`config.mk`:
```
export PLATFORM = sky130hd
export DESIGN_NAME = gpu_stencil_mask_ctrl_flat
export DESIGN_NICKNAME = d
export VERILOG_FILES = /design/src/rtl/gpu_stencil_mask_ctrl_if.sv /design/src/rtl/gpu_stencil_mask_ctrl.sv /design/src/flat_wrapper.sv
export SDC_FILE = /design/constraint.sdc
export NUM_CORES = 1
export LEC_CHECK = 0
export ABC_AREA = 1
export BUFFER_PORTS_ARGS = -buffer_cell sky130_fd_sc_hd__buf_2
export CORE_AREA = 2 2 267 269
export CTS_CLUSTER_DIAMETER = 30
export DETAILED_ROUTE_END_ITERATION = 16
export DIE_AREA = 0 0 269 271
export PLACE_DENSITY = 0.47
export SLEW_MARGIN = 20
export SYNTH_ARGS = -nofsm -noshare
export SYNTH_HDL_FRONTEND = slang
export SYNTH_SLANG_ARGS = --single-unit
```
`constraint.sdc`:
```
create_clock -name clk_i -period 2.3 [get_ports clk_i]
set_input_delay 0.23 -clock clk_i [delete_from_list [all_inputs] [get_ports clk_i]]
set_output_delay 0.23 -clock clk_i [all_outputs]
set_load 0.02 [all_outputs]
```
`src/rtl/gpu_stencil_mask_ctrl_if.sv`:
```
// rtl/gpu_stencil_mask_ctrl_if.sv - span request and pixel-writer output streams of the stencil mask sequencer
interface gpu_stencil_mask_ctrl_if;
  logic         span_valid_i;
  logic         span_ready_o;
  logic [14:0]  span_addr_i;
  logic [15:0]  span_sel_i;
  logic [255:0] span_color_i;
  logic         check_mask_i;
  logic         set_mask_i;
  logic         out_valid_o;
  logic         out_ready_i;
  logic [14:0]  out_addr_o;
  logic [15:0]  out_en_o;
  logic [255:0] out_color_o;

  modport slave (
    input  span_valid_i, span_addr_i, span_sel_i, span_color_i, check_mask_i, set_mask_i,
    output span_ready_o,
    output out_valid_o, out_addr_o, out_en_o, out_color_o,
    input  out_ready_i
  );

  modport master (
    output span_valid_i, span_addr_i, span_sel_i, span_color_i, check_mask_i, set_mask_i,
    input  span_ready_o,
    input  out_valid_o, out_addr_o, out_en_o, out_color_o,
    output out_ready_i
  );
endinterface

```
`src/rtl/gpu_stencil_mask_ctrl.sv`:
```
// rtl/gpu_stencil_mask_ctrl.sv - stencil read/eval/write sequencer in front of gpu_stencil_cache
module gpu_stencil_mask_ctrl #(
  parameter int STAT_W = 16
) (
  input  logic                  clk_i,
  input  logic                  rst_ni,
  gpu_stencil_mask_ctrl_if.slave span_if,
  output logic                  stencil_rd_req_o,
  output logic [14:0]           stencil_rd_addr_o,
  input  logic [15:0]           stencil_rd_value_i,
  output logic                  stencil_wr_req_o,
  output logic [14:0]           stencil_wr_addr_o,
  output logic [15:0]           stencil_wr_mask_o,
  output logic [15:0]           stencil_wr_value_o,
  input  logic                  stencil_error_i,
  output logic                  sticky_error_o,
  output logic [STAT_W-1:0]     masked_cnt_o
);

  typedef enum logic [1:0] {IDLE, CAP, OUT} state_e;

  state_e       state_q, state_d;
  logic [14:0]  addr_q;
  logic [15:0]  sel_q, en_q, en_d;
  logic [255:0] color_q;
  logic         check_q, set_q;
  logic         accept, cnt_inc;

  always_ff @(posedge clk_i or negedge rst_ni) begin
    if (!rst_ni) state_q <= IDLE;
    else         state_q <= state_d;
  end

  // Read value from the cache is only valid in CAP, so the enable mask is captured there.
  always_comb begin
    state_d                = state_q;
    accept                 = 1'b0;
    cnt_inc                = 1'b0;
    span_if.span_ready_o   = 1'b0;
    span_if.out_valid_o    = 1'b0;
    stencil_rd_req_o       = 1'b0;
    stencil_rd_addr_o      = 15'h0;
    stencil_wr_req_o       = 1'b0;
    stencil_wr_addr_o      = 15'h0;
    stencil_wr_mask_o      = 16'h0;
    stencil_wr_value_o     = 16'h0;
    en_d = sel_q & ~(check_q ? stencil_rd_value_i : 16'h0);
    case (state_q)
      IDLE: begin
        span_if.span_ready_o = 1'b1;
        if (span_if.span_valid_i) begin
          accept = 1'b1;
          if (|span_if.span_sel_i) begin
            stencil_rd_req_o  = 1'b1;
            stencil_rd_addr_o = span_if.span_addr_i;
            state_d           = CAP;
          end
        end
      end
      CAP: begin
        if (en_d == 16'h0) begin
          cnt_inc = 1'b1;
          state_d = IDLE;
        end else begin
          state_d = OUT;
        end
      end
      OUT: begin
        span_if.out_valid_o = 1'b1;
        if (span_if.out_ready_i) begin
          stencil_wr_req_o   = 1'b1;
          stencil_wr_addr_o  = addr_q;
          stencil_wr_mask_o  = en_q;
          stencil_wr_value_o = {16{set_q}};
          state_d            = IDLE;
        end
      end
      default: state_d = IDLE;
    endcase
  end

  always_ff @(posedge clk_i or negedge rst_ni) begin
    if (!rst_ni) begin
      addr_q  <= 15'h0;
      sel_q   <= 16'h0;
      color_q <= 256'h0;
      check_q <= 1'b0;
      set_q   <= 1'b0;
      en_q    <= 16'h0;
    end else begin
      if (accept) begin
        addr_q  <= span_if.span_addr_i;
        sel_q   <= span_if.span_sel_i;
        color_q <= span_if.span_color_i;
        check_q <= span_if.check_mask_i;
        set_q   <= span_if.set_mask_i;
      end
      if (state_q == CAP) en_q <= en_d;
    end
  end

  always_ff @(posedge clk_i or negedge rst_ni) begin
    if (!rst_ni) begin
      sticky_error_o <= 1'b0;
      masked_cnt_o   <= '0;
    end else begin
      if (stencil_error_i) sticky_error_o <= 1'b1;
      if (cnt_inc && (masked_cnt_o != {STAT_W{1'b1}})) masked_cnt_o <= masked_cnt_o + 1'b1;
    end
  end

  assign span_if.out_addr_o  = addr_q;
  assign span_if.out_en_o    = en_q;
  assign span_if.out_color_o = color_q;

endmodule

```
`src/flat_wrapper.sv`:
```
// flat-port wrapper written by rule: the top's interface ports become plain ports
module gpu_stencil_mask_ctrl_flat 
#(
  parameter int STAT_W = 16
)
  (clk_i, rst_ni, stencil_rd_req_o, stencil_rd_addr_o, stencil_rd_value_i, stencil_wr_req_o, stencil_wr_addr_o, stencil_wr_mask_o, stencil_wr_value_o, stencil_error_i, sticky_error_o, masked_cnt_o, span_if_span_valid_i, span_if_span_addr_i, span_if_span_sel_i, span_if_span_color_i, span_if_check_mask_i, span_if_set_mask_i, span_if_span_ready_o, span_if_out_valid_o, span_if_out_addr_o, span_if_out_en_o, span_if_out_color_o, span_if_out_ready_i);
  gpu_stencil_mask_ctrl_if span_if_i ();
  input  logic clk_i;
  input  logic rst_ni;
  output logic stencil_rd_req_o;
  output logic [14:0] stencil_rd_addr_o;
  input  logic [15:0] stencil_rd_value_i;
  output logic stencil_wr_req_o;
  output logic [14:0] stencil_wr_addr_o;
  output logic [15:0] stencil_wr_mask_o;
  output logic [15:0] stencil_wr_value_o;
  input  logic stencil_error_i;
  output logic sticky_error_o;
  output logic [STAT_W-1:0] masked_cnt_o;
  input wire logic [$bits(span_if_i.span_valid_i)-1:0] span_if_span_valid_i;
  input wire logic [$bits(span_if_i.span_addr_i)-1:0] span_if_span_addr_i;
  input wire logic [$bits(span_if_i.span_sel_i)-1:0] span_if_span_sel_i;
  input wire logic [$bits(span_if_i.span_color_i)-1:0] span_if_span_color_i;
  input wire logic [$bits(span_if_i.check_mask_i)-1:0] span_if_check_mask_i;
  input wire logic [$bits(span_if_i.set_mask_i)-1:0] span_if_set_mask_i;
  output wire logic [$bits(span_if_i.span_ready_o)-1:0] span_if_span_ready_o;
  output wire logic [$bits(span_if_i.out_valid_o)-1:0] span_if_out_valid_o;
  output wire logic [$bits(span_if_i.out_addr_o)-1:0] span_if_out_addr_o;
  output wire logic [$bits(span_if_i.out_en_o)-1:0] span_if_out_en_o;
  output wire logic [$bits(span_if_i.out_color_o)-1:0] span_if_out_color_o;
  input wire logic [$bits(span_if_i.out_ready_i)-1:0] span_if_out_ready_i;
  assign span_if_i.span_valid_i = span_if_span_valid_i;
  assign span_if_i.span_addr_i = span_if_span_addr_i;
  assign span_if_i.span_sel_i = span_if_span_sel_i;
  assign span_if_i.span_color_i = span_if_span_color_i;
  assign span_if_i.check_mask_i = span_if_check_mask_i;
  assign span_if_i.set_mask_i = span_if_set_mask_i;
  assign span_if_span_ready_o = span_if_i.span_ready_o;
  assign span_if_out_valid_o = span_if_i.out_valid_o;
  assign span_if_out_addr_o = span_if_i.out_addr_o;
  assign span_if_out_en_o = span_if_i.out_en_o;
  assign span_if_out_color_o = span_if_i.out_color_o;
  assign span_if_i.out_ready_i = span_if_out_ready_i;
  gpu_stencil_mask_ctrl #(.STAT_W(STAT_W)) u_core (.clk_i(clk_i), .rst_ni(rst_ni), .span_if(span_if_i), .stencil_rd_req_o(stencil_rd_req_o), .stencil_rd_addr_o(stencil_rd_addr_o), .stencil_rd_value_i(stencil_rd_value_i), .stencil_wr_req_o(stencil_wr_req_o), .stencil_wr_addr_o(stencil_wr_addr_o), .stencil_wr_mask_o(stencil_wr_mask_o), .stencil_wr_value_o(stencil_wr_value_o), .stencil_error_i(stencil_error_i), .sticky_error_o(sticky_error_o), .masked_cnt_o(masked_cnt_o));
endmodule
```
==> impl_metrics.json, run 1 <==
{
  "drc_errors": 0,
  "fin_area_sq_um": 23800,
  "drive_above_1_share": 0.511,
  "finalWorstPathRequiredPeriod_ns": 2.15,
  "viasPerCell": 3.88,
  "ys_seq_area_frac": 0.618,
  "setup_ws_ns": 0.154,
  "start_kind": "input port",
  "power_density_nw_per_um2": 1460,
  "total_power_mw": 34.6,
  "htree_num_levels": 3,
  "crit_arrival_ns": 1.92,
  "synth_top_cell_area_share": 0.618,
  "die_w_microns": 269,
  "cts_root_buffer": "clkbuf_16",
  "dr.pass1.iters": 6,
  "synthCells": 1054,
  "worstRegToRegCells": 9,
  "rows": 97,
  "cap_violations": 0,
  "netlist_area_sq_um": 13100,
  "grt_pass1_vias": 13300,
  "rsz0062_at_grt": "no",
  "grt_max_degree": 70,
  "path_class": "in2out",
  "via_count": 12000,
  "fillers": 6980,
  "synth_top_area_cell": "dfrtp_1",
  "fin_skew_ns": 0.0306,
  "fmax_mhz": 466,
  "synth_seq_cells": 324,
  "syn_nets": 1365,
  "place.gp.congestion": 0.821,
  "grt.overflow.total": 0,
  "grt_pass1_wl_mm": 74.2,
  "status": "complete, no violations",
  "grt_use_total": 0.130,
  "drv_slew": 0,
  "post-route-period-util": 0.933,
  "hpwlAfterDp_mm": 34.9,
  "synth_area_leaders": "dfrtp_1 62%, mux2_2 21%, nand2_1 5.2%",
  "finalNetCount": 2405,
  "syn_avg_cell_area_sq_um": 12.4,
  "maxSlewHeadroom": 0.535,
  "clock_sinks": 324,
  "crit_required_ns": 2.07,
  "synth_flop_cell": "dfrtp_1",
  "async_flop_share": 1.00,
  "initialDrtViolationCount": 423,
  "yosys.cell_types.count": 26,
  "synth_edf_count": 0,
  "yosys_warnings": 0,
  "portBuffers": 679,
  "cts_tree": "done",
  "die-area_sq_um": 72900,
  "wl_per_cell_microns": 15.8,
  "final-hold-violation-count": 0,
  "min_path_cells": 2,
  "place_ws_ns": 0.292,
  "die_height_microns": 271,
  "tightest_slew_ns": 0.698,
  "finalSetupTns_ns": 0,
  "clockBufferDepth": 3,
  "area_growth_pct": 81.2,
  "post_cts_buffers": 0,
  "io_pins": 680,
  "cts_buffers": 80,
  "utilization": 0.340,
  "crit_path_end_kind": "primary output",
  "routed_wl_mm": 48.8,
  "worst_skew_pair.late_latency_ns": 0.60,
  "path_clk_slew_ns": 0.04,
  "initial_utilization": 0.188,
  "ir_drop_mv": 0.759,
  "core_sq_um": 69800,
  "leakagePower_nw": 11.6,
  "dpl_cell_area_sq_um": 17700,
  "cp_max_fo": 16,
  "antenna_found_initial": 2,
  "ant_nets": 0,
  "worstHoldPathType": "in2reg",
  "finalSetupViolations": 0
}
## state kept, by name (all words and copies together), names as in the netlist
name,count
u_core.sticky_error_o,1
u_core.check_q,1
u_core.set_q,1
u_core.span_if.out_addr_o,15
u_core.sel_q,16
u_core.span_if.out_en_o,16
u_core.span_if.out_color_o,256
u_core.state_q,2
u_core.masked_cnt_o,16
## repair_timing
action                                  in CTS  in global routing
hold endpoints to repair                   359                  0
resized for setup                            0                  4
hold buffers                               308                  0
endpoints found under the setup margin       0                 32
## cell type report
| cell class | instances | area, sq um | share of cell area |
|---|---|---|---|
| diodes | 1 | 2.50 | 0.000105 |
| clock buffers | 107 | 2250 | 0.0948 |
| clock inverters | 40 | 669 | 0.0282 |
| inverters | 47 | 176 | 0.00742 |
| multi-input cells | 615 | 4470 | 0.188 |
| flip-flops and latches | 324 | 8110 | 0.341 |
| well taps | 940 | 1180 | 0.0495 |
| repair buffers | 1026 | 6900 | 0.290 |
## through the flow
stage	hold slack, ns	std cells
after global routing	0.140	3100
after CTS	0.118	3099
final	0.151	3100
after floorplan	-0.0656	1054
after detailed placement	0.286	2644
after global placement	0.270	2644
## synth_stat cells, types with 16 or more instances
cell type	instances
dfrtp_1	324
mux2_2	240
nand2_1	181
nor2_1	75
inv_1	47
o21ai_0	46
buf_2	30
nand4_1	20
mux2_1	19
buf_4	18
clkbuf_1	16
nand3_1	16
## final timing paths
path,start,end,slack [ns]
max in group asynchronous,rst_ni,u_core.span_if.out_addr_o[1]$_DFFE_PN0P_,1.28
max,span_if_span_sel_i[8],stencil_rd_addr_o[2],0.15
min,span_if_out_ready_i,u_core.state_q[1]$_DFFE_PN0P_,0.15
max reg2reg,u_core.check_q$_DFFE_PN0P_,u_core.masked_cnt_o[7]$_DFFE_PN0P_,0.30
min in group asynchronous,rst_ni,u_core.span_if.out_color_o[146]$_DFFE_PN0P_,0.25
min reg2reg,u_core.sel_q[4]$_DFFE_PN0P_,u_core.sel_q[4]$_DFFE_PN0P_,0.48
## critical path: stages
cell	delay, ns
dlygate4sd3_1	0.54
buf_2	0.13
inv_1	0.06
nand3_1	0.11
nor3_2	0.20
nand2_1	0.08
nand3_1	0.11
buf_6	0.20
nor2_1	0.07
buf_2	0.17
## layer usage
layer / up-vias / track usage / share of wire
li1: 5605 / - / -
met3: 100 / 0.0352 / 0.061
met5: - / 0 / 0
met1: 5885 / 0.140 / 0.38
met2: 434 / 0.236 / 0.53
met4: 0 / 0.0577 / 0.033
## power by group
| part | internal, mW | switching, mW | total, mW |
|---|---|---|---|
| clock network | 8.46 | 3.61 | 12.1 |
| logic | 5.04 | 7.36 | 12.4 |
| registers | 8.49 | 1.67 | 10.2 |
## cell families after synthesis
| family | after synthesis | share of synthesized area |
|---|---|---|
| and+or+nand+nor | 301 | 0.0942 |
| DFF | 324 | 0.618 |
| muxes | 259 | 0.222 |
| adders and majority gates | 1 | 0.000954 |
| AOI/OAI and AO/OA | 49 | 0.0188 |
| xor gates and xnor gates | 5 | 0.00334 |
| buffers and inverters | 115 | 0.0421 |
## cells in the final DEF (no fill, tap or decap), types with 2 or more instances in the layout
master	instances
nor2_2	2
buf_4	29
xnor2_1	2
nand2_1	180
bufinv_16	14
o21ai_0	46
clkbuf_8	15
inv_6	2
xor2_1	3
a21oi_1	2
dlygate4sd3_1	308
buf_2	678
dfrtp_1	324
inv_16	4
nor2_1	74
nor2_4	2
mux2_1	19
clkinv_2	9
nand3_1	16
clkbuf_1	12
inv_1	46
nand4_1	20
mux2_2	240
clkinvlp_4	9
clkbuf_16	80
buf_12	9
(Power assumes the default switching activity.)
==> run 2: changes to the inputs <==
- CORE_AREA: 2 2 267 269 -> 2 2 264 266
- CTS_BUF_LIST: not set -> sky130_fd_sc_hd__clkbuf_4
- DIE_AREA: 0 0 269 271 -> 0 0 266 268
- PLACE_DENSITY: 0.47 -> 0.48
==> impl_metrics.json, run 2 (synthesized netlist as in run 1, its figures left out) <==
{
  "fmax_mhz": 462,
  "place.gp.congestion": 0.838,
  "drv_slew": 0,
  "cts_buffers": 100,
  "initial_utilization": 0.192,
  "die-area_sq_um": 71300,
  "post-route-period-util": 0.940,
  "rows": 96,
  "ir_drop_mv": 0.736,
  "dp_cells": 2578,
  "path_depth": 10,
  "layout_commonest_cell": "buf_2",
  "power_density_nw_per_um2": 1240,
  "cts_root_buffer": "clkbuf_4",
  "antenna_found_initial": 3,
  "fillers": 6871,
  "status": "complete, no violations",
  "multiInputGateArea_sq_um": 4570,
  "worstHoldPathType": "in2reg",
  "finalNetCount": 2494,
  "cap_violations": 0,
  "worst_skew_pair.late_latency_ns": 0.85,
  "r2r_slack_ns": 0.21,
  "crit_start": "span_if_span_sel_i[11]",
  "io_pins": 680,
  "critPathMaxStageDelay_ns": 0.55,
  "routed_wl_mm": 49.0,
  "hpwlAfterDp_mm": 34.1,
  "cp_top_family": "buffers and inverters",
  "total_power_mw": 28.4,
  "path_buf_inv": 5,
  "cp_cell_sequence": "dlygate4sd3_1 > buf_2 > inv_1 > nand3_1 > nor3_2 > nand2_1 > nand3_4 > buf_8 > nor2_2 > buf_4",
  "path_clk_slew_ns": 0.06,
  "final-hold-violation-count": 0,
  "leakagePower_nw": 11.2,
  "htree_num_levels": 3,
  "cp_max_fo": 8,
  "clock_sinks": 324,
  "initialDrtViolationCount": 361,
  "layout_common_cells": "636 x buf_2, 378 x dlygate4sd3_1, 323 x dfrtp_1, 240 x mux2_2, 180 x nand2_1",
  "finalWorstPathRequiredPeriod_ns": 2.16,
  "layout.cells.non_filler": 3140,
  "grt.overflow.total": 0,
  "area_growth_pct": 74.6,
  "ant_nets": 0,
  "die_height_microns": 268,
  "rsz0062_at_grt": "yes",
  "critPathSlowestCell": "dlygate4sd3_1",
  "tightest_slew_ns": 0.553,
  "grt_pass1_vias": 13600,
  "crit_required_ns": 2.07,
  "largest_reg_flops": 256,
  "portBuffers": 679,
  "core_sq_um": 68200,
  "start_kind": "input port",
  "viasPerCell": 3.97,
  "grt_pass1_wl_mm": 73.8,
  "finalSetupViolations": 0,
  "drc_errors": 0,
  "grt_max_degree": 78,
  "crit_arrival_ns": 1.93,
  "fin_skew_ns": 0.0803,
  "cts_tree": "done",
  "crit_path_end_kind": "primary output",
  "worstRegToRegCells": 7,
  "wl_per_cell_microns": 15.6,
  "die_w_microns": 266,
  "via_count": 12500,
  "path_class": "in2out",
  "clockBufferDepth": 3,
  "regArea_sq_um": 8110,
  "dr.pass1.iters": 5,
  "drive_above_1_share": 0.511,
  "reg2reg_from": "u_core.state_q[0]$_DFFE_PN0P_",
  "rr_endpoint": "u_core.span_if.out_color_o[255]$_DFFE_PN0P_",
  "min_from": "span_if_span_color_i[245]",
  "crit_end": "stencil_rd_addr_o[2]",
  "maxSlewHeadroom": 0.631,
  "grt_use_total": 0.132
}
run 2: cell count changes in the layout (fill, tap and decap cells not counted), moves of 12 or more:
cell           change
bufinv_16         -14
dlygate4sd3_1     +70
nor2_2            +23
clkinv_1          +16
clkbuf_4         +139
nor2_1            -25
clkbuf_16         -80
clkbuf_1          -12
buf_4             +36
buf_2             -42
clkbuf_8          -15
run 2: report_power, final:
group | internal, mW | total [mW] | switching, mW
clock network | 2.80 | 5.42 | 2.62
logic | 5.31 | 12.8 | 7.51
registers | 8.47 | 10.1 | 1.65
run 2: cell type report:
| class | instances | share of cell area |
|---|---|---|
| Antenna cell | 6 | 0.000656 |
| Clock buffer | 139 | 0.0456 |
| Clock inverter | 32 | 0.00716 |
| Inverter | 47 | 0.00781 |
| Multi-Input combinational cell | 616 | 0.200 |
| Sequential cell | 324 | 0.354 |
| Tap cell | 882 | 0.0482 |
| Timing Repair Buffer | 1094 | 0.337 |
run 2: what timing repair did:
item | 4_1_cts | 5_1_grt
hold buffers | 379 | 0
gates cloned | 2 | 0
setup buffers | 2 | 2
setup endpoints to repair | 63 | 63
pin swaps | 3 | 3
gates resized for setup | 29 | 59
hold endpoints to repair | 631 | 0
run 2: how the worst min path moves through the flow:
stage                                                              to  slack (ns)  depth (start not counted)
after floorplan                            u_core.check_q$_DFFE_PN0P_       -0.07                          0
after global placement    u_core.span_if.out_color_o[196]$_DFFE_PN0P_        0.18                          1
after detailed placement  u_core.span_if.out_color_o[196]$_DFFE_PN0P_        0.19                          1
after CTS                  u_core.span_if.out_color_o[52]$_DFFE_PN0P_      0.0002                          3
after global routing      u_core.span_if.out_color_o[161]$_DFFE_PN0P_       -0.01                          3
final                     u_core.span_if.out_color_o[245]$_DFFE_PN0P_        0.16                          3
run 2: per-layer routing:
| metal | GRT usage | part of all wire | vias up |
|---|---|---|---|
| li1 | - | - | 5815 |
| met4 | 0.0475 | 0.027 | 0 |
| met3 | 0.0456 | 0.073 | 100 |
| met2 | 0.245 | 0.54 | 472 |
| met5 | 0 | 0 | - |
| met1 | 0.136 | 0.36 | 6081 |
run 2: tightest hold or removal path, delay by kind of cell:
kind / cells / cell delay, ns
buffers and inverters: 2 / 0.63
multiplexers: 1 / 0.10
run 2: through the flow:
stage	util	TNS [ns]	hold slack, ns	worst slack (ns)	area (sq um)
2_1_floorplan	-	0	-0.0656	0.186	13100
3_3_place_gp	0.258	0	0.180	0.400	17600
3_5_place_dp	0.258	0	0.186	0.349	17600
4_1_cts	0.333	0	0.000190	0.0123	22700
5_1_grt	0.336	-1.20	-0.00987	-0.0434	22900
6_report	0.336	0	0.158	0.137	22900
==> run 3: changes to the inputs <==
- CORE_AREA: 2 2 264 266 -> 2 2 261 263
- DIE_AREA: 0 0 266 268 -> 0 0 263 265
- clock period: 2.3 -> 2.7 ns (I/O delays scaled with it)
==> impl_metrics.json, run 3 (synthesized netlist as in run 1, its figures left out) <==
{
  "drv_slew": 0,
  "path_class": "reg2out",
  "final-hold-violation-count": 0,
  "fillers": 6789,
  "initialDrtViolationCount": 474,
  "layout_commonest_cell": "buf_2",
  "fmax_mhz": 408,
  "finalSetupViolations": 0,
  "largest_reg_flops": 256,
  "portBuffers": 679,
  "routed_wl_mm": 48.5,
  "worstHoldPathType": "in2reg",
  "drc_errors": 0,
  "ant_nets": 0,
  "cap_violations": 0,
  "start_kind": "flip-flop",
  "path_buf_inv": 4,
  "min_path_cells": 3,
  "initial_utilization": 0.196,
  "wl_per_cell_microns": 15.9,
  "critPathMaxStageDelay_ns": 0.42,
  "dr.pass1.iters": 5,
  "crit_path_end_kind": "primary output",
  "antenna_found_initial": 4,
  "cts_root_buffer": "clkbuf_4",
  "crit_required_ns": 2.43,
  "place_ws_ns": 0.559,
  "rr_endpoint": "u_core.masked_cnt_o[0]$_DFFE_PN0P_",
  "cts_buffers": 97,
  "cp_cell_sequence": "nor2_4 > inv_4 > buf_6 > nor2_1 > buf_4 > buf_2",
  "drive_above_1_share": 0.513,
  "reg2reg_from": "u_core.check_q$_DFFE_PN0P_",
  "area_growth_pct": 67.2,
  "ir_drop_mv": 0.682,
  "critPathSlowestCell": "dfrtp_1",
  "io_pins": 680,
  "grt_pass1_vias": 13400,
  "status": "complete, no violations",
  "cp_top_family": "buffers and inverters",
  "clock_sinks": 324,
  "leakagePower_nw": 10.8,
  "grt_pass1_wl_mm": 74.3,
  "path_clk_slew_ns": 0.06,
  "min_from": "span_if_span_color_i[20]",
  "post-route-period-util": 0.909,
  "finalNetCount": 2410,
  "fin_skew_ns": 0.0614,
  "grt_use_total": 0.136,
  "cts_tree": "done",
  "setup_ws_ns": 0.246,
  "power_density_nw_per_um2": 1090,
  "clockBufferDepth": 3,
  "hold_path_end": "u_core.span_if.out_color_o[20]$_DFFE_PN0P_",
  "cp_max_fo": 20,
  "htree_num_levels": 3,
  "r2r_slack_ns": 0.64,
  "tightest_slew_ns": 0.977,
  "die-area_sq_um": 69700,
  "core_sq_um": 66800,
  "hpwlAfterDp_mm": 35.0,
  "place.gp.congestion": 0.830,
  "via_count": 12100,
  "viasPerCell": 3.96,
  "die_height_microns": 265,
  "grt.overflow.total": 0,
  "total_power_mw": 23.8,
  "die_w_microns": 263,
  "layout_common_cells": "678 x buf_2, 324 x dfrtp_1, 310 x dlygate4sd3_1, 240 x mux2_2, 180 x nand2_1",
  "worstRegToRegCells": 9,
  "crit_arrival_ns": 2.18,
  "finalWorstPathRequiredPeriod_ns": 2.45,
  "grt_max_degree": 148,
  "rows": 95,
  "maxSlewHeadroom": 0.349,
  "worst_skew_pair.late_latency_ns": 0.82
}
## run 3: area by class of cell
type,instances,area (sq um),area share
timing repair buffer,1014,6790,0.310
clock inverter,32,186,0.00850
tap,873,1090,0.0498
clock buffer,142,1070,0.0486
sequential,324,8110,0.370
antenna,7,17.5,0.000799
inverter,47,179,0.00816
multi-input combinational,615,4480,0.205
## run 3: through the flow
step                 util  area, sq um  cells  setup TNS [ns]  hold slack (ns)
global placement    0.262        17500   2563               0            0.381
finish              0.328        21900   3054               0            0.217
floorplan               -        13100   1054               0          -0.0256
CTS                 0.328        21900   3047               0           0.0392
global route        0.328        21900   3053        -0.00918           0.0695
detailed placement  0.262        17500   2563               0            0.381
## run 3: routing by layer
metal	vias to the layer above	track usage	wire, microns
met5	-	0	0
met4	0	0.0599	1560
met3	110	0.0433	3360
met2	486	0.237	24700
met1	5825	0.151	18900
li1	5667	-	-
## run 3: worst max path at each step
stage	endpoint	start	depth (start not counted)
detailed placement	stencil_rd_addr_o[2]	span_if_span_sel_i[9]	8
floorplan	stencil_wr_value_o[10]	u_core.state_q[0]$_DFFE_PN0P_	5
CTS	stencil_rd_addr_o[2]	u_core.state_q[0]$_DFFE_PN0P_	4
global route	stencil_wr_value_o[12]	u_core.state_q[1]$_DFFE_PN0P_	7
finish	stencil_wr_value_o[2]	u_core.state_q[0]$_DFFE_PN0P_	6
global placement	stencil_rd_addr_o[12]	span_if_span_sel_i[9]	8
## run 3: repair_timing
item | CTS | global route
endpoints found under the setup margin | 50 | 25
cloned | 0 | 0
hold buffers | 310 | 0
hold endpoints to repair | 633 | 0
setup buffers | 0 | 0
gates resized for setup | 6 | 3
## run 3: report_power, final
group / internal [mW] / switching, mW
logic: 4.24 / 6.22
registers: 7.21 / 1.42
clock network: 2.53 / 2.23
## run 3: worst register-to-register path: cells and delay by family, from the launching register on
family        cells  cell delay (ns)
simple gates      9             1.28
flops             1             0.68
